## src/rtl/interact_ctrl_pkg.sv

```systemverilog
// Shared encodings for the tile interaction controller: FSM states, move
// directions, tile ids and the fixed effects the resolver applies.
package interact_ctrl_pkg;

   typedef enum logic [2:0] {
      ST_IDLE    = 3'd0,
      ST_READ    = 3'd1,
      ST_RESOLVE = 3'd2,
      ST_WRITE   = 3'd3,
      ST_FINISH  = 3'd4
   } state_t;

   localparam logic [1:0] DIR_UP    = 2'd0;
   localparam logic [1:0] DIR_DOWN  = 2'd1;
   localparam logic [1:0] DIR_LEFT  = 2'd2;
   localparam logic [1:0] DIR_RIGHT = 2'd3;

   localparam int KEYNUM_WIDTH = 8;

   // Key and door ids keep their colour index in the two low bits.
   localparam logic [15:0] TILE_GROUND    = 16'h0000;
   localparam logic [15:0] TILE_WALL      = 16'h0001;
   localparam logic [15:0] TILE_UPSTAIR   = 16'h0002;
   localparam logic [15:0] TILE_DOWNSTAIR = 16'h0003;
   localparam logic [15:0] TILE_POTION    = 16'h0004;
   localparam logic [15:0] TILE_MONSTER   = 16'h0005;
   localparam logic [15:0] TILE_KEY0      = 16'h0010;
   localparam logic [15:0] TILE_KEY1      = 16'h0011;
   localparam logic [15:0] TILE_KEY2      = 16'h0012;
   localparam logic [15:0] TILE_KEY3      = 16'h0013;
   localparam logic [15:0] TILE_DOOR0     = 16'h0020;
   localparam logic [15:0] TILE_DOOR1     = 16'h0021;
   localparam logic [15:0] TILE_DOOR2     = 16'h0022;
   localparam logic [15:0] TILE_DOOR3     = 16'h0023;

   // Arrival positions after taking a staircase.
   localparam logic [3:0] STAIR_UP_X   = 4'd5;
   localparam logic [3:0] STAIR_UP_Y   = 4'd9;
   localparam logic [3:0] STAIR_DOWN_X = 4'd5;
   localparam logic [3:0] STAIR_DOWN_Y = 4'd1;

   localparam logic [15:0] POTION_HP   = 16'd50;
   localparam logic [15:0] MONSTER_DMG = 16'd30;

endpackage

```

## src/rtl/interact_ctrl_mux_tiles.sv

```systemverilog
// Combinational tile resolver: given the fetched tile and the player state,
// produces the replacement tile and the next player state. No registers.
module mux_tiles
   import interact_ctrl_pkg::*;
(
   input  logic [15:0] tile,
   input  logic [3:0]  tgt_x,
   input  logic [3:0]  tgt_y,
   input  logic [15:0] cur_floor,
   input  logic [3:0]  cur_x,
   input  logic [3:0]  cur_y,
   input  logic [31:0] cur_keys,
   input  logic [15:0] cur_health,
   output logic [15:0] new_tile,
   output logic [15:0] new_floor,
   output logic [3:0]  new_x,
   output logic [3:0]  new_y,
   output logic [31:0] new_keys,
   output logic [15:0] new_health
);

   logic [1:0]              kidx;
   logic [KEYNUM_WIDTH-1:0] kcnt;

   assign kidx = tile[1:0];
   assign kcnt = cur_keys[{kidx, 3'b000} +: KEYNUM_WIDTH];

   always_comb begin
      new_tile   = tile;
      new_floor  = cur_floor;
      new_x      = cur_x;
      new_y      = cur_y;
      new_keys   = cur_keys;
      new_health = cur_health;
      if (tile == TILE_GROUND) begin
         new_x = tgt_x;
         new_y = tgt_y;
      end else if (tile == TILE_UPSTAIR) begin
         new_floor = cur_floor + 16'd1;
         new_x     = STAIR_UP_X;
         new_y     = STAIR_UP_Y;
      end else if (tile == TILE_DOWNSTAIR) begin
         new_floor = cur_floor - 16'd1;
         new_x     = STAIR_DOWN_X;
         new_y     = STAIR_DOWN_Y;
      end else if (tile == TILE_POTION) begin
         new_health = cur_health + POTION_HP;
         new_tile   = TILE_GROUND;
         new_x      = tgt_x;
         new_y      = tgt_y;
      end else if (tile == TILE_MONSTER) begin
         // The fight clears the monster but the player keeps its square.
         new_health = cur_health - MONSTER_DMG;
         new_tile   = TILE_GROUND;
      end else if (tile[15:2] == TILE_KEY0[15:2]) begin
         new_keys[{kidx, 3'b000} +: KEYNUM_WIDTH] = kcnt + KEYNUM_WIDTH'(1);
         new_tile = TILE_GROUND;
         new_x    = tgt_x;
         new_y    = tgt_y;
      end else if (tile[15:2] == TILE_DOOR0[15:2]) begin
         if (kcnt != '0) begin
            new_keys[{kidx, 3'b000} +: KEYNUM_WIDTH] = kcnt - KEYNUM_WIDTH'(1);
            new_tile = TILE_GROUND;
            new_x    = tgt_x;
            new_y    = tgt_y;
         end
      end
   end

endmodule

```

## src/rtl/interact_ctrl.sv

```systemverilog
// Move-request controller: read target tile, resolve, write back, commit player state.
// Five cycles per move (two when out of bounds); move_ready is low while a move is in flight.
module interact_ctrl
   import interact_ctrl_pkg::*;
#(
   parameter int unsigned MAP_W       = 11,
   parameter int unsigned MAP_H       = 11,
   parameter logic [15:0] INIT_FLOOR  = 16'd0,
   parameter logic [3:0]  INIT_X      = 4'd5,
   parameter logic [3:0]  INIT_Y      = 4'd10,
   parameter logic [15:0] INIT_HEALTH = 16'd100,
   parameter logic [31:0] INIT_KEYS   = 32'd0
)(
   input  logic        clk,
   input  logic        rst,
   input  logic        move_valid,
   input  logic [1:0]  move_dir,
   output logic        move_ready,
   output logic [15:0] map_floor,
   output logic [3:0]  map_x,
   output logic [3:0]  map_y,
   output logic        map_rd_en,
   input  logic [15:0] map_rd_data,
   output logic        map_wr_en,
   output logic [15:0] map_wr_data,
   output logic [15:0] floor,
   output logic [3:0]  player_x,
   output logic [3:0]  player_y,
   output logic [31:0] key_num,
   output logic [15:0] health,
   output logic        done,
   output logic        blocked
);

   localparam logic [3:0] LAST_X = 4'(MAP_W - 1);
   localparam logic [3:0] LAST_Y = 4'(MAP_H - 1);

   state_t      state;
   logic [15:0] lat_floor;
   logic [3:0]  tgt_x;
   logic [3:0]  tgt_y;
   logic [15:0] tile_q;
   logic        blocked_q;

   logic [15:0] pend_tile;
   logic [15:0] pend_floor;
   logic [3:0]  pend_x;
   logic [3:0]  pend_y;
   logic [31:0] pend_keys;
   logic [15:0] pend_health;

   logic [15:0] res_tile;
   logic [15:0] res_floor;
   logic [3:0]  res_x;
   logic [3:0]  res_y;
   logic [31:0] res_keys;
   logic [15:0] res_health;

   logic [3:0]  nxt_x;
   logic [3:0]  nxt_y;
   logic        nxt_oob;

   always_comb begin
      nxt_x   = player_x;
      nxt_y   = player_y;
      nxt_oob = 1'b0;
      case (move_dir)
         DIR_UP: begin
            nxt_oob = (player_y == 4'd0);
            nxt_y   = player_y - 4'd1;
         end
         DIR_DOWN: begin
            nxt_oob = (player_y == LAST_Y);
            nxt_y   = player_y + 4'd1;
         end
         DIR_LEFT: begin
            nxt_oob = (player_x == 4'd0);
            nxt_x   = player_x - 4'd1;
         end
         DIR_RIGHT: begin
            nxt_oob = (player_x == LAST_X);
            nxt_x   = player_x + 4'd1;
         end
         default: ;
      endcase
   end

   mux_tiles u_mux_tiles (
      .tile       (map_rd_data),
      .tgt_x      (tgt_x),
      .tgt_y      (tgt_y),
      .cur_floor  (floor),
      .cur_x      (player_x),
      .cur_y      (player_y),
      .cur_keys   (key_num),
      .cur_health (health),
      .new_tile   (res_tile),
      .new_floor  (res_floor),
      .new_x      (res_x),
      .new_y      (res_y),
      .new_keys   (res_keys),
      .new_health (res_health)
   );

   always_ff @(posedge clk or posedge rst) begin
      if (rst) begin
         state       <= ST_IDLE;
         lat_floor   <= '0;
         tgt_x       <= '0;
         tgt_y       <= '0;
         tile_q      <= '0;
         blocked_q   <= 1'b0;
         pend_tile   <= '0;
         pend_floor  <= '0;
         pend_x      <= '0;
         pend_y      <= '0;
         pend_keys   <= '0;
         pend_health <= '0;
         floor       <= INIT_FLOOR;
         player_x    <= INIT_X;
         player_y    <= INIT_Y;
         key_num     <= INIT_KEYS;
         health      <= INIT_HEALTH;
      end else begin
         case (state)
            ST_IDLE: begin
               if (move_valid) begin
                  if (nxt_oob) begin
                     blocked_q <= 1'b1;
                     state     <= ST_FINISH;
                  end else begin
                     lat_floor <= floor;
                     tgt_x     <= nxt_x;
                     tgt_y     <= nxt_y;
                     state     <= ST_READ;
                  end
               end
            end
            ST_READ: state <= ST_RESOLVE;
            ST_RESOLVE: begin
               tile_q      <= map_rd_data;
               pend_tile   <= res_tile;
               pend_floor  <= res_floor;
               pend_x      <= res_x;
               pend_y      <= res_y;
               pend_keys   <= res_keys;
               pend_health <= res_health;
               state       <= ST_WRITE;
            end
            ST_WRITE: begin
               // Compared against the old registers, which update on this same edge.
               blocked_q <= (pend_floor == floor) && (pend_x == player_x) &&
                            (pend_y == player_y);
               floor     <= pend_floor;
               player_x  <= pend_x;
               player_y  <= pend_y;
               key_num   <= pend_keys;
               health    <= pend_health;
               state     <= ST_FINISH;
            end
            ST_FINISH: state <= ST_IDLE;
            default:   state <= ST_IDLE;
         endcase
      end
   end

   assign move_ready  = (state == ST_IDLE);
   assign map_rd_en   = (state == ST_READ);
   assign map_wr_en   = (state == ST_WRITE) && (pend_tile != tile_q);
   assign map_wr_data = pend_tile;
   assign map_floor   = lat_floor;
   assign map_x       = tgt_x;
   assign map_y       = tgt_y;
   assign done        = (state == ST_FINISH);
   assign blocked     = (state == ST_FINISH) && blocked_q;

endmodule

```

## config.mk

```make
export PLATFORM = sky130hd
export DESIGN_NAME = interact_ctrl
export DESIGN_NICKNAME = d
export VERILOG_FILES = /design/src/rtl/interact_ctrl_pkg.sv /design/src/rtl/interact_ctrl_mux_tiles.sv /design/src/rtl/interact_ctrl.sv
export SDC_FILE = /design/constraint.sdc
export NUM_CORES = 1
export LEC_CHECK = 0
export CAP_MARGIN = 20
export CORE_MARGIN = 10
export CORE_UTILIZATION = 62
export CTS_BUF_LIST = sky130_fd_sc_hd__clkbuf_8
export DETAILED_ROUTE_END_ITERATION = 8
export PLACE_DENSITY = 0.9
export RECOVER_POWER = 100
export SETUP_SLACK_MARGIN = 0.5
export SLEW_MARGIN = 20
export SYNTH_ARGS = -nofsm -noshare
export SYNTH_HDL_FRONTEND = slang
export SYNTH_SLANG_ARGS = --single-unit
```

## constraint.sdc

```tcl
create_clock -name clk -period 14.7 [get_ports clk]
set_input_delay 2.205 -clock clk [delete_from_list [all_inputs] [get_ports clk]]
set_output_delay 2.205 -clock clk [all_outputs]
set_load 0.02 [all_outputs]
```

==> run metrics <==
post-CTS sizing=0; # setup viols final=0; most frequent cell after synthesis=dfrtp_1; H-tree depth=2; CP max stage delay=approximately 3200 ps; Setup Skew=about 9.9 ps; non-filler cells, final=1412; cell count after synthesis=between 1000 and 1500; highest clock rate=between 0.1 and 0.15 GHz; Slew @ Worst Pin=between 5000 and 6000 ps; synthesized flop and latch total=about 200; Die W=151 um; # IOs=around 140; FP Rows=between 40 and 50; post-synthesis cell area=around 11000 um^2; Rel. slew slack=-294%; CP Max Fanout=137; core area=~17000 um^2; area of the multi-input gates=between 5000 and 6000 um^2; TNS Setup=0 ps; area growth from synthesis to layout=19.8%; GRT Total Usage=25.2%; WP data required=between 15000 and 20000 ps; Tcrit/Tclk final=~46%; antenna cell count=0; hpwl dp=between 15000 and 20000 um; fin nets=between 1000 and 1500; violated checks=capacitance limit, slew limit; Post-synth ARST share=100%; register area=slightly above 5000 um^2; DRT Pass-1 Iters=6; clock sink total=204; CTS Buf Count=34; Clock Tree Buf Depth=3; DR DRC count=0; RD Place Congestion=approximately 0.98; Final min period=just under 7000 ps; final hold viol count=0; Root Driver=clkbuf_8; status=complete, but fails checks; vias in the first global route=slightly below 9000; Ys Warns=0; Leak Pwr=between 5 and 6 nW; Mapped Nets=approximately 1100; first-pass GRT wire length=46100 um; Die Height=151 um; Post-synth top cells=197 x dfrtp_1, 175 x nand2_1, 87 x mux2_2; MaxCap Viol Count=5; CTS Hold Buffers Added=0; worst vdd ir=127 uV; Layout fillers=roughly 1100; WL/cell=between 20 and 25 um; number of antenna violations at the first check in global routing=0; Initial Util=about 64%; Via Count=~8800; Worst-Skew Late Latency=slightly above 500 ps; Cell variety after synth=just under 70; RSZ-0062 raised after global routing=false; cell taking the most area after synthesis=dfrtp_1; largest net degree at the start of global routing=138; area of the die=22700 um^2; TritonCTS clock tree=done; Worst Path Arrival=between 7000 and 8000 ps; Startpoint Class=primary input; register area share after synthesis=48.2%; final core occ=between 70% and 80%; grt ovf=0; slowest CP cell=clkinvlp_2; PwrDens=between 200 and 250 nW/um^2; Pins Over Slew Limit=around 280; hold slack final=between 400 and 500 ps; total power=2.72 mW; Synth Area per Inst=roughly 10 um^2; largest cells by area after synthesis=dfrtp_1 47%, mux2_2 9.2%, nand2_1 6.2%, xnor2_1 4.4%, xor2_1 2.6%; Crit. End Element=asynchronous set/reset pin; top cell type's share of synthesized area=between 40% and 50%; Setup Buffers After CTS=0; Worst-path clk slew=about 60 ps; Iter 0 DRT Violations=around 950; Post-Route WL=about 29000 um; placed cells=between 1000 and 1500; share of layout cells above drive strength 1=approximately 14%; vias per cell=6.21; number of synthesized flops with an enable pin=0; Port Buf Inserts=~140; HP Class=register to register; crit path cell chain=dlygate4sd3_1, clkinvlp_2, buf_4; top_reg_cell synth=dfrtp_1; crit path kind=primary input to asynchronous set/reset pin; Antenna Nets Post-Route=0
## stage by stage
stage	cell area (um^2)	setup slack (ps)
floorplan	10600	6940
global placement	12100	8710
detailed placement	12100	8570
CTS	12800	9120
global route	12700	7040
finish	12700	7960
## layout make-up
class,instances,area share [%]
flip-flops and latches,204,40.3
multi-input cells,769,40.9
repair buffers,143,11.0
clock inverters,19,0.591
clock buffers,43,4.66
inverters,14,0.424
well taps,220,2.17
## where the power goes
part	internal, mW	total [mW]	switching [mW]
sequential	0.788	1.04	0.256
combinational	0.533	1.20	0.662
clock	0.263	0.485	0.222
total	1.58	2.72	1.14
## worst max-delay path, delay by kind of cell
kind / cells / cell delay [ps]
buffers and inverters: 3 / 4860
## metal layers
| metal | part of all wire [%] | vias up | global-route usage, % |
|---|---|---|---|
| li1 | - | 3949 | - |
| met1 | 39 | 4292 | 30.8 |
| met2 | 48 | 439 | 41.7 |
| met3 | 8.8 | 95 | 6.15 |
| met4 | 3.7 | 0 | 10.6 |
| met5 | 0 | - | 0 |
## cell usage in the layout, fill, tap and decap left out, drive strengths merged, types with 6 or more instances in the layout
cell	netlist	layout
nand2b	6	6
dfstp	7	7
o22ai	13	13
o211ai	9	9
nor4	17	17
nor2	60	60
and2	7	7
clkbuf	43	47
or3	8	8
mux2i	6	6
nand2	176	176
and4	6	6
xnor2	53	53
xor2	31	31
dlygate4sd3	0	121
inv	14	29
o21ai	80	80
clkdlybuf4s50	0	16
a21oi	30	30
mux4	8	8
and3	7	7
nor3	21	21
a31oi	7	7
ha	14	14
nand4	20	20
mux2	91	91
a22oi	12	12
nand3	24	24
dfrtp	197	197
## final timing paths
check / slack, ps / to / cells after the start / from
worst max-delay path: 7960 / map_wr_data[2] / 3 / rst
worst min-delay path: 480 / pend_health[13] / 2 / pend_health[13]
worst max register to register: 10110 / blocked_q / 6 / state[1]
worst min register to register: 480 / pend_health[13] / 2 / pend_health[13]
max in group clk: 8460 / pend_health[15] / 10 / map_rd_data[0]
min in group asynchronous: 3960 / map_x[1] / 2 / rst
## kinds of logic after synthesis
logic type,share of synthesized area [%]
and+or+nand+nor,17.3
buffers and inverters,2.62
AOI/OAI and AO/OA,10.9
xor gates and xnor gates,6.94
muxes,11.9
adders and majority gates,2.12
DFF,48.2
## flip-flops by register name, indices dropped and copies added, names as in the netlist, 3 cells and up
signal	count
floor	16
health	16
key_num	32
map_floor	16
map_wr_data	16
map_x	4
map_y	4
pend_floor	16
pend_health	16
pend_keys	32
pend_x	4
pend_y	4
player_x	4
player_y	4
state	3
tile_q	16
Power figures use the tool's default switching activity.
